--- config.mk ---
export PLATFORM = sky130hd
export DESIGN_NAME = dm_stage_ctrl
export DESIGN_NICKNAME = d
export VERILOG_FILES = /design/src/rtl/dm_stage_ctrl.sv
export SDC_FILE = /design/constraint.sdc
export NUM_CORES = 1
export LEC_CHECK = 0
export ABC_AREA = 1
export CORE_AREA = 2 2 125 127
export CTS_BUF_LIST = sky130_fd_sc_hd__clkbuf_4
export DETAILED_ROUTE_END_ITERATION = 6
export DIE_AREA = 0 0 127 129
export GPL_TIMING_DRIVEN = 0
export PLACE_DENSITY = 0.89
export SETUP_SLACK_MARGIN = 0.1
export SYNTH_ARGS = -nofsm -noshare
export SYNTH_HDL_FRONTEND = slang
export SYNTH_SLANG_ARGS = --single-unit
--- constraint.sdc ---
create_clock -name clk -period 13.83 [get_ports clk]
set_clock_uncertainty 0.15 [all_clocks]
set_input_delay 3.4575 -clock clk [delete_from_list [all_inputs] [get_ports clk]]
set_output_delay 3.4575 -clock clk [all_outputs]
set_load 0.02 [all_outputs]
--- src/rtl/dm_stage_ctrl.sv ---
// Data-memory stage controller: drives a req/ack data memory, stalls upstream while
// an access is outstanding, registers DM/WB outputs. Optional macro: MISALIGN_CHECK_EN.
module dm_stage_ctrl #(
    parameter int TIMEOUT = 16,
    parameter int CNT_W   = 8
) (
    input  logic        clk,
    input  logic        reset,
    input  logic        in_valid,
    input  logic        mem_read_in,
    input  logic        mem_write_in,
    input  logic        mem_to_reg_in,
    input  logic        reg_write_in,
    input  logic [4:0]  rd_in,
    input  logic [31:0] mem_address,
    input  logic [31:0] write_data_in,
    output logic        stall_out,
    output logic        dmem_req,
    output logic        dmem_we,
    output logic [31:0] dmem_addr,
    output logic [31:0] dmem_wdata,
    input  logic        dmem_ack,
    input  logic [31:0] dmem_rdata,
    output logic        wb_valid,
    output logic        wb_reg_write,
    output logic        wb_mem_to_reg,
    output logic [4:0]  wb_rd,
    output logic [31:0] wb_read_data,
    output logic [31:0] wb_alu_result,
    output logic        mem_error
);

    typedef enum logic [0:0] {IDLE, ACCESS} state_t;

    localparam logic [CNT_W-1:0] CNT_LAST = CNT_W'(TIMEOUT - 1);

    state_t            state_q, state_d;
    logic [CNT_W-1:0]  cnt_q, cnt_d;
    logic              dmem_req_q, dmem_req_d;
    logic              dmem_we_q, dmem_we_d;
    logic [31:0]       dmem_addr_q, dmem_addr_d;
    logic [31:0]       dmem_wdata_q, dmem_wdata_d;
    logic              hold_reg_write_q, hold_reg_write_d;
    logic              hold_mem_to_reg_q, hold_mem_to_reg_d;
    logic              hold_is_load_q, hold_is_load_d;
    logic [4:0]        hold_rd_q, hold_rd_d;
    logic [31:0]       hold_alu_q, hold_alu_d;
    logic              wb_valid_q, wb_valid_d;
    logic              wb_reg_write_q, wb_reg_write_d;
    logic              wb_mem_to_reg_q, wb_mem_to_reg_d;
    logic [4:0]        wb_rd_q, wb_rd_d;
    logic [31:0]       wb_read_data_q, wb_read_data_d;
    logic [31:0]       wb_alu_result_q, wb_alu_result_d;
    logic              mem_error_q, mem_error_d;

    logic memop;
    logic rd_nonzero;
    logic misaligned;

    assign memop      = in_valid & (mem_read_in | mem_write_in);
    assign rd_nonzero = (rd_in != 5'd0);

`ifdef MISALIGN_CHECK_EN
    assign misaligned = (mem_address[1:0] != 2'b00);
`else
    assign misaligned = 1'b0;
`endif

    // Gated by reset so the upstream sees no stall while reset is held.
    assign stall_out = ~reset & ((state_q == ACCESS) | ((state_q == IDLE) & memop));

    always_comb begin
        state_d           = state_q;
        cnt_d             = cnt_q;
        dmem_req_d        = dmem_req_q;
        dmem_we_d         = dmem_we_q;
        dmem_addr_d       = dmem_addr_q;
        dmem_wdata_d      = dmem_wdata_q;
        hold_reg_write_d  = hold_reg_write_q;
        hold_mem_to_reg_d = hold_mem_to_reg_q;
        hold_is_load_d    = hold_is_load_q;
        hold_rd_d         = hold_rd_q;
        hold_alu_d        = hold_alu_q;
        wb_valid_d        = wb_valid_q;
        wb_reg_write_d    = wb_reg_write_q;
        wb_mem_to_reg_d   = wb_mem_to_reg_q;
        wb_rd_d           = wb_rd_q;
        wb_read_data_d    = wb_read_data_q;
        wb_alu_result_d   = wb_alu_result_q;
        mem_error_d       = mem_error_q;

        case (state_q)
            IDLE: begin
                if (memop && misaligned) begin
                    mem_error_d     = 1'b1;
                    wb_valid_d      = 1'b1;
                    wb_reg_write_d  = 1'b0;
                    wb_mem_to_reg_d = mem_to_reg_in;
                    wb_rd_d         = rd_in;
                    wb_read_data_d  = 32'd0;
                    wb_alu_result_d = mem_address;
                end else if (memop) begin
                    // A set write bit wins over read: the access is a store.
                    state_d           = ACCESS;
                    cnt_d             = '0;
                    dmem_req_d        = 1'b1;
                    dmem_we_d         = mem_write_in;
                    dmem_addr_d       = {mem_address[31:2], 2'b00};
                    dmem_wdata_d      = write_data_in;
                    hold_reg_write_d  = reg_write_in & ~mem_write_in & rd_nonzero;
                    hold_mem_to_reg_d = mem_to_reg_in;
                    hold_is_load_d    = ~mem_write_in;
                    hold_rd_d         = rd_in;
                    hold_alu_d        = mem_address;
                    wb_valid_d        = 1'b0;
                    wb_reg_write_d    = 1'b0;
                end else begin
                    wb_valid_d      = in_valid;
                    wb_reg_write_d  = reg_write_in & in_valid & rd_nonzero;
                    wb_mem_to_reg_d = mem_to_reg_in;
                    wb_rd_d         = rd_in;
                    wb_read_data_d  = 32'd0;
                    wb_alu_result_d = mem_address;
                end
            end
            ACCESS: begin
                wb_valid_d     = 1'b0;
                wb_reg_write_d = 1'b0;
                if (dmem_ack) begin
                    state_d         = IDLE;
                    dmem_req_d      = 1'b0;
                    wb_valid_d      = 1'b1;
                    wb_reg_write_d  = hold_reg_write_q;
                    wb_mem_to_reg_d = hold_mem_to_reg_q;
                    wb_rd_d         = hold_rd_q;
                    wb_read_data_d  = hold_is_load_q ? dmem_rdata : 32'd0;
                    wb_alu_result_d = hold_alu_q;
                end else if (cnt_q == CNT_LAST) begin
                    state_d         = IDLE;
                    dmem_req_d      = 1'b0;
                    mem_error_d     = 1'b1;
                    wb_valid_d      = 1'b1;
                    wb_reg_write_d  = 1'b0;
                    wb_mem_to_reg_d = hold_mem_to_reg_q;
                    wb_rd_d         = hold_rd_q;
                    wb_read_data_d  = 32'd0;
                    wb_alu_result_d = hold_alu_q;
                end else begin
                    cnt_d = cnt_q + CNT_W'(1);
                end
            end
            default: begin
                state_d = IDLE;
            end
        endcase
    end

    always_ff @(posedge clk or posedge reset) begin
        if (reset) begin
            state_q           <= IDLE;
            cnt_q             <= '0;
            dmem_req_q        <= 1'b0;
            dmem_we_q         <= 1'b0;
            dmem_addr_q       <= 32'd0;
            dmem_wdata_q      <= 32'd0;
            hold_reg_write_q  <= 1'b0;
            hold_mem_to_reg_q <= 1'b0;
            hold_is_load_q    <= 1'b0;
            hold_rd_q         <= 5'd0;
            hold_alu_q        <= 32'd0;
            wb_valid_q        <= 1'b0;
            wb_reg_write_q    <= 1'b0;
            wb_mem_to_reg_q   <= 1'b0;
            wb_rd_q           <= 5'd0;
            wb_read_data_q    <= 32'd0;
            wb_alu_result_q   <= 32'd0;
            mem_error_q       <= 1'b0;
        end else begin
            state_q           <= state_d;
            cnt_q             <= cnt_d;
            dmem_req_q        <= dmem_req_d;
            dmem_we_q         <= dmem_we_d;
            dmem_addr_q       <= dmem_addr_d;
            dmem_wdata_q      <= dmem_wdata_d;
            hold_reg_write_q  <= hold_reg_write_d;
            hold_mem_to_reg_q <= hold_mem_to_reg_d;
            hold_is_load_q    <= hold_is_load_d;
            hold_rd_q         <= hold_rd_d;
            hold_alu_q        <= hold_alu_d;
            wb_valid_q        <= wb_valid_d;
            wb_reg_write_q    <= wb_reg_write_d;
            wb_mem_to_reg_q   <= wb_mem_to_reg_d;
            wb_rd_q           <= wb_rd_d;
            wb_read_data_q    <= wb_read_data_d;
            wb_alu_result_q   <= wb_alu_result_d;
            mem_error_q       <= mem_error_d;
        end
    end

    assign dmem_req      = dmem_req_q;
    assign dmem_we       = dmem_we_q;
    assign dmem_addr     = dmem_addr_q;
    assign dmem_wdata    = dmem_wdata_q;
    assign wb_valid      = wb_valid_q;
    assign wb_reg_write  = wb_reg_write_q;
    assign wb_mem_to_reg = wb_mem_to_reg_q;
    assign wb_rd         = wb_rd_q;
    assign wb_read_data  = wb_read_data_q;
    assign wb_alu_result = wb_alu_result_q;
    assign mem_error     = mem_error_q;

endmodule

Word-level counts from Yosys, hierarchy flattened
Index checks and enable logic that the tools add are counted.

operators by class
  add/subtract/negate cells = 1
  equal/unequal tests = 7
  reductions and logical operators = 6
  multiplexer cells = 39
  bitwise gates (word level) = 12

operators by type and width
  kind                                           count
  two-way mux 32 bit                             7
  case mux 32 bit (2 select lines)               2
  two-way mux 8 bit                              3
  two-way mux 1 bit                              17
  case mux 8 bit (2 select lines)                1
  two-way mux 5 bit                              3
  case mux 1 bit (2 select lines)                5
  case mux 5 bit (2 select lines)                1
  adder 8 x 1 -> 8 bit, second input constant    1
  == test 8 x 4 -> 1 bit, second input constant  1
  != test 2 bit, second input constant           4
  AND 1 bit                                      7
  AND reduction 2 bit                            3
  AND reduction 3 bit                            2
  nonzero test 5 bit                             1
  != test 3 x 2 -> 1 bit, second input constant  1
  inverter 1 bit                                 3
  != test 2 x 1 -> 1 bit, second input constant  1
  bitwise OR 1 bit                               2

word-level totals
  word-level logic and storage cells = 83
  output and inout bits = 140
  flip-flop bits (word level) = 186
  input port bits = 109

Depth between registers and ports, before layout
  depth after elaboration = 5
  mapped depth = 10
  gate-level depth less buffers = 8

Worst setup path after synthesis
OpenSTA, ideal clock, no wires.

  path type = input -> output
  from = input port mem_read_in
  to = output port stall_out
  data required time = 10222 ps
  arrival = 4278 ps
  stages on the path = 5
  setup slack = 5944 ps
  buffers on the path = 1
  cell sequence = nor2_1 > inv_1 > nand2_1 > clkbuf_1 > a21oi_1

on the way
  word-level cells in the longest chain between the ends = 5

ends and longest elaborated chain
  what                line  text
  start: declaration  10    input logic mem_read_in,
  bitwise OR 1 bit    60    assign memop = in_valid & (mem_read_in | mem_write_in);
  AND 1 bit           60
  AND 1 bit           70    assign stall_out = ~reset & ((state_q == ACCESS) | ((state_q == IDLE) & memop));
  bitwise OR 1 bit    70
  AND 1 bit           70
  end: declaration    17    output logic stall_out,

Every way passes these cells.

Final worst setup path
  from = input port mem_write_in
  to = output port stall_out

on the way
  word-level cells in the longest chain between the ends = 5

ends and longest elaborated chain
  what                line  text
  start: declaration  11    input logic mem_write_in,
  bitwise OR 1 bit    60
  AND 1 bit           60
  AND 1 bit           70
  bitwise OR 1 bit    70
  AND 1 bit           70

Every way passes these cells.

==> out/metrics.cfg <==
[worst_setup_path]
crit_buf_inv = 4
cp_max_fo = 10
cp_common_cell = clkdlybuf4s50_1
crit_family = buffers and inverters
crit_type = input port to output pin
startpoint = mem_write_in
crit_slowest_cell = clkdlybuf4s50_1
r2r-start = cnt_q[0]
end_kind = output pin
r2r_setup_slack_ps = 11900
arrival_ps = 5610
slowest_delay_ps = 590
path_cells = clkdlybuf4s50_1, nor2_1, inv_1, nand2_1, clkbuf_1, a21oi_1, clkdlybuf4s50_1
start_kind = input port
worstPathRequired_ps = 10220

[power_and_ir_drop]
swShare_pct = 34.67
switching_power_uw = 470.6
p_int_uw = 886.6
power_frac_clock_pct = 18.7
p_comb_share_pct = 37.7
p_leak_nw = 4.799
irDropWorstVdd_uv = 82.49
total_power_mw = 1.357
powerDensity_mw_per_mm2 = 139.5
p_seq_share_pct = 43.5

[global_route]
grt_overflow = 0
grt_first_pass_wirelength_mm = 29.93
grt_pass1_vias = 6134
grt_max_degree = 94
track_usage_pct = 23.27
antenna_found_initial = 0

[final_layout]
fin_area_mm2 = 0.009726
final_cell_mix = nand2_1 (343), clkdlybuf4s50_1 (246), dfrtp_1 (156), nand3_1 (51), inv_1 (50)
final_common_cell = nand2_1
final_nets = 1173
area_delta_synth_final_pct = 44.08
stdcell_count = 1262
final_util_pct = 64.94
antenna_cells = 0
drive_above_1_share_pct = 8.473

[placement]
dp.cells = 1232
dp_hpwl_mm = 14.02
gp_congestion = 0.8589
dpl_cell_area_mm2 = 0.009484
port_buffers = 246

[clock_network]
clock-sinks = 156
clockBufferDepth = 2
clk_pin_slew_worst_paths_ps = 120
htreeDepth = 4
clk_latency_ps = 560
cts_hold_buffers = 0
cts-resized-gates = 0
cts_setup_buffers = 0
cts_root_buffer = clkbuf_4
tritoncts = yes
cts_inserted_buffers = 17

[detailed_routing]
detail_route.wl_per_cell_um = 14.98
route.vias.total = 6257
drc = 0
routed_via_density = 4.958
drtAntennaViolNets = 0
first_iter_violations = 438
drt-total-wl_mm = 18.90
firstDrtPassIters = 5

[sta]
max_slew.worst_pin.slew_ps = 627.1
rsz0062_at_grt = false
finalMaxSlewViolations = 0
period_share_pct = 66.66
tns_ps = 0
min_period_ps = 9219
fmax_mhz = 108.5
finalSetupViolCount = 0
max_slew_margin_pct = 58.20
hold_viol = 0

[yosys]
yosys_warnings = 0
synth_area_leaders = dfrtp_1 (58%), nand2_1 (19%), buf_4 (4.0%)
ys_seq_area_share_pct = 57.83
synth-async-reset-ratio_pct = 100.0
synthSimpleGateAreaFrac_pct = 24.50
synth_compound_area_share_pct = 7.340
synth-adder-area-share_pct = 0.1854
synthMuxAreaShare_pct = 0
synth_flop_cell = dfrtp_1
synth_top_cell_area_share_pct = 57.83
synth_top_family_by_area = simple AND/OR/NAND/NOR gates
synthCells = 796
netlist.top_cell.by_area = dfrtp_1
syn_area_mm2 = 0.006750
syn_avg_cell_area_um2 = 8.480
ys_seq_elements = 156
synth_edf_count = 0
synthXorXnorAreaFrac_pct = 0
synth.distinct_cells = 23

[min_path]
hp-class = flip-flop to flip-flop
hp-start = wb_alu_result[0]

[floorplan]
ioPinCount = 249
start_util_pct = 45.07
die_height_um = 129
die_area_mm2 = 0.01638
die_w_um = 127
rows = 45
core_mm2 = 0.01498

[run]
drv_cap = 0

[outcome]
status = complete, no violations

==> worst reg2reg max path, delay by kind of cell (launching register included) <==
kind	cells	cell delay (ps)
simple gates	4	450
flops	1	430
buf+inv	2	350
compound gates	1	220
fa+ha+maj	1	210
==> cell usage after synthesis, types with 2 or more instances <==
cell      number
inv_1         51
nor2_1        18
o21ai_0       45
buf_4         36
clkbuf_1      17
nand2_1      343
inv_2          3
o21bai_1       2
buf_6          4
nor2_2         2
nand4_1        3
o22ai_1       38
nand3_1       51
dfrtp_1      156
buf_2         19
==> final cells by class <==
cell class	count	area [um^2]
multi-input cells	510	2170
repair buffers	247	2490
clock inverters	12	106.4
plain buffers	77	478.0
clock buffers	18	135.1
inverters	54	207.7
flip-flops and latches	156	3904
well taps	188	235.2
fillers	1194	5251
==> power groups by stage <==
stage                     clock (mW)  sequential (mW)  combinational (mW)
after global routing           0.280            0.601               0.552
after floorplan                    0            0.666               0.199
after detailed placement           0            0.599               0.513
final                          0.254            0.591               0.512
after CTS                      0.261            0.591               0.515
after global placement             0            0.596               0.502
==> per-layer routing <==
metal / part of all wire, % / GRT usage (%) / wire, um / vias up
li1: - / - / - / 3014
met1: 41 / 28.73 / 7718 / 2929
met2: 49 / 39.47 / 9300 / 275
met3: 7.7 / 6.403 / 1451 / 39
met4: 2.3 / 8.533 / 432 / 0
met5: 0 / 0 / 0 / -
==> worst paths after layout <==
path | to | cells past startpoint
max reg2reg | wb_alu_result[9] | 8
min | wb_alu_result[0] | 2
max | stall_out | 7
min in group asynchronous | mem_error | 2
max in group asynchronous | wb_alu_result[1] | 3
min reg2reg | wb_alu_result[0] | 2
==> stage by stage <==
step,hold slack [ps],setup slack (ps)
finish,331.7,4611
global route,351.5,4525
CTS,335.2,4668
detailed placement,307.1,4681
global placement,302.1,3845
floorplan,337.2,5944
==> kinds of logic after synthesis <==
group                    after synthesis
AO/OA/AOI/OAI                         88
adder cells (fa/ha/maj)                1
buffers and inverters                131
flip-flops                           156
other                                  1
AND/OR/NAND/NOR                      419
Power figures use the tool's default switching activity.
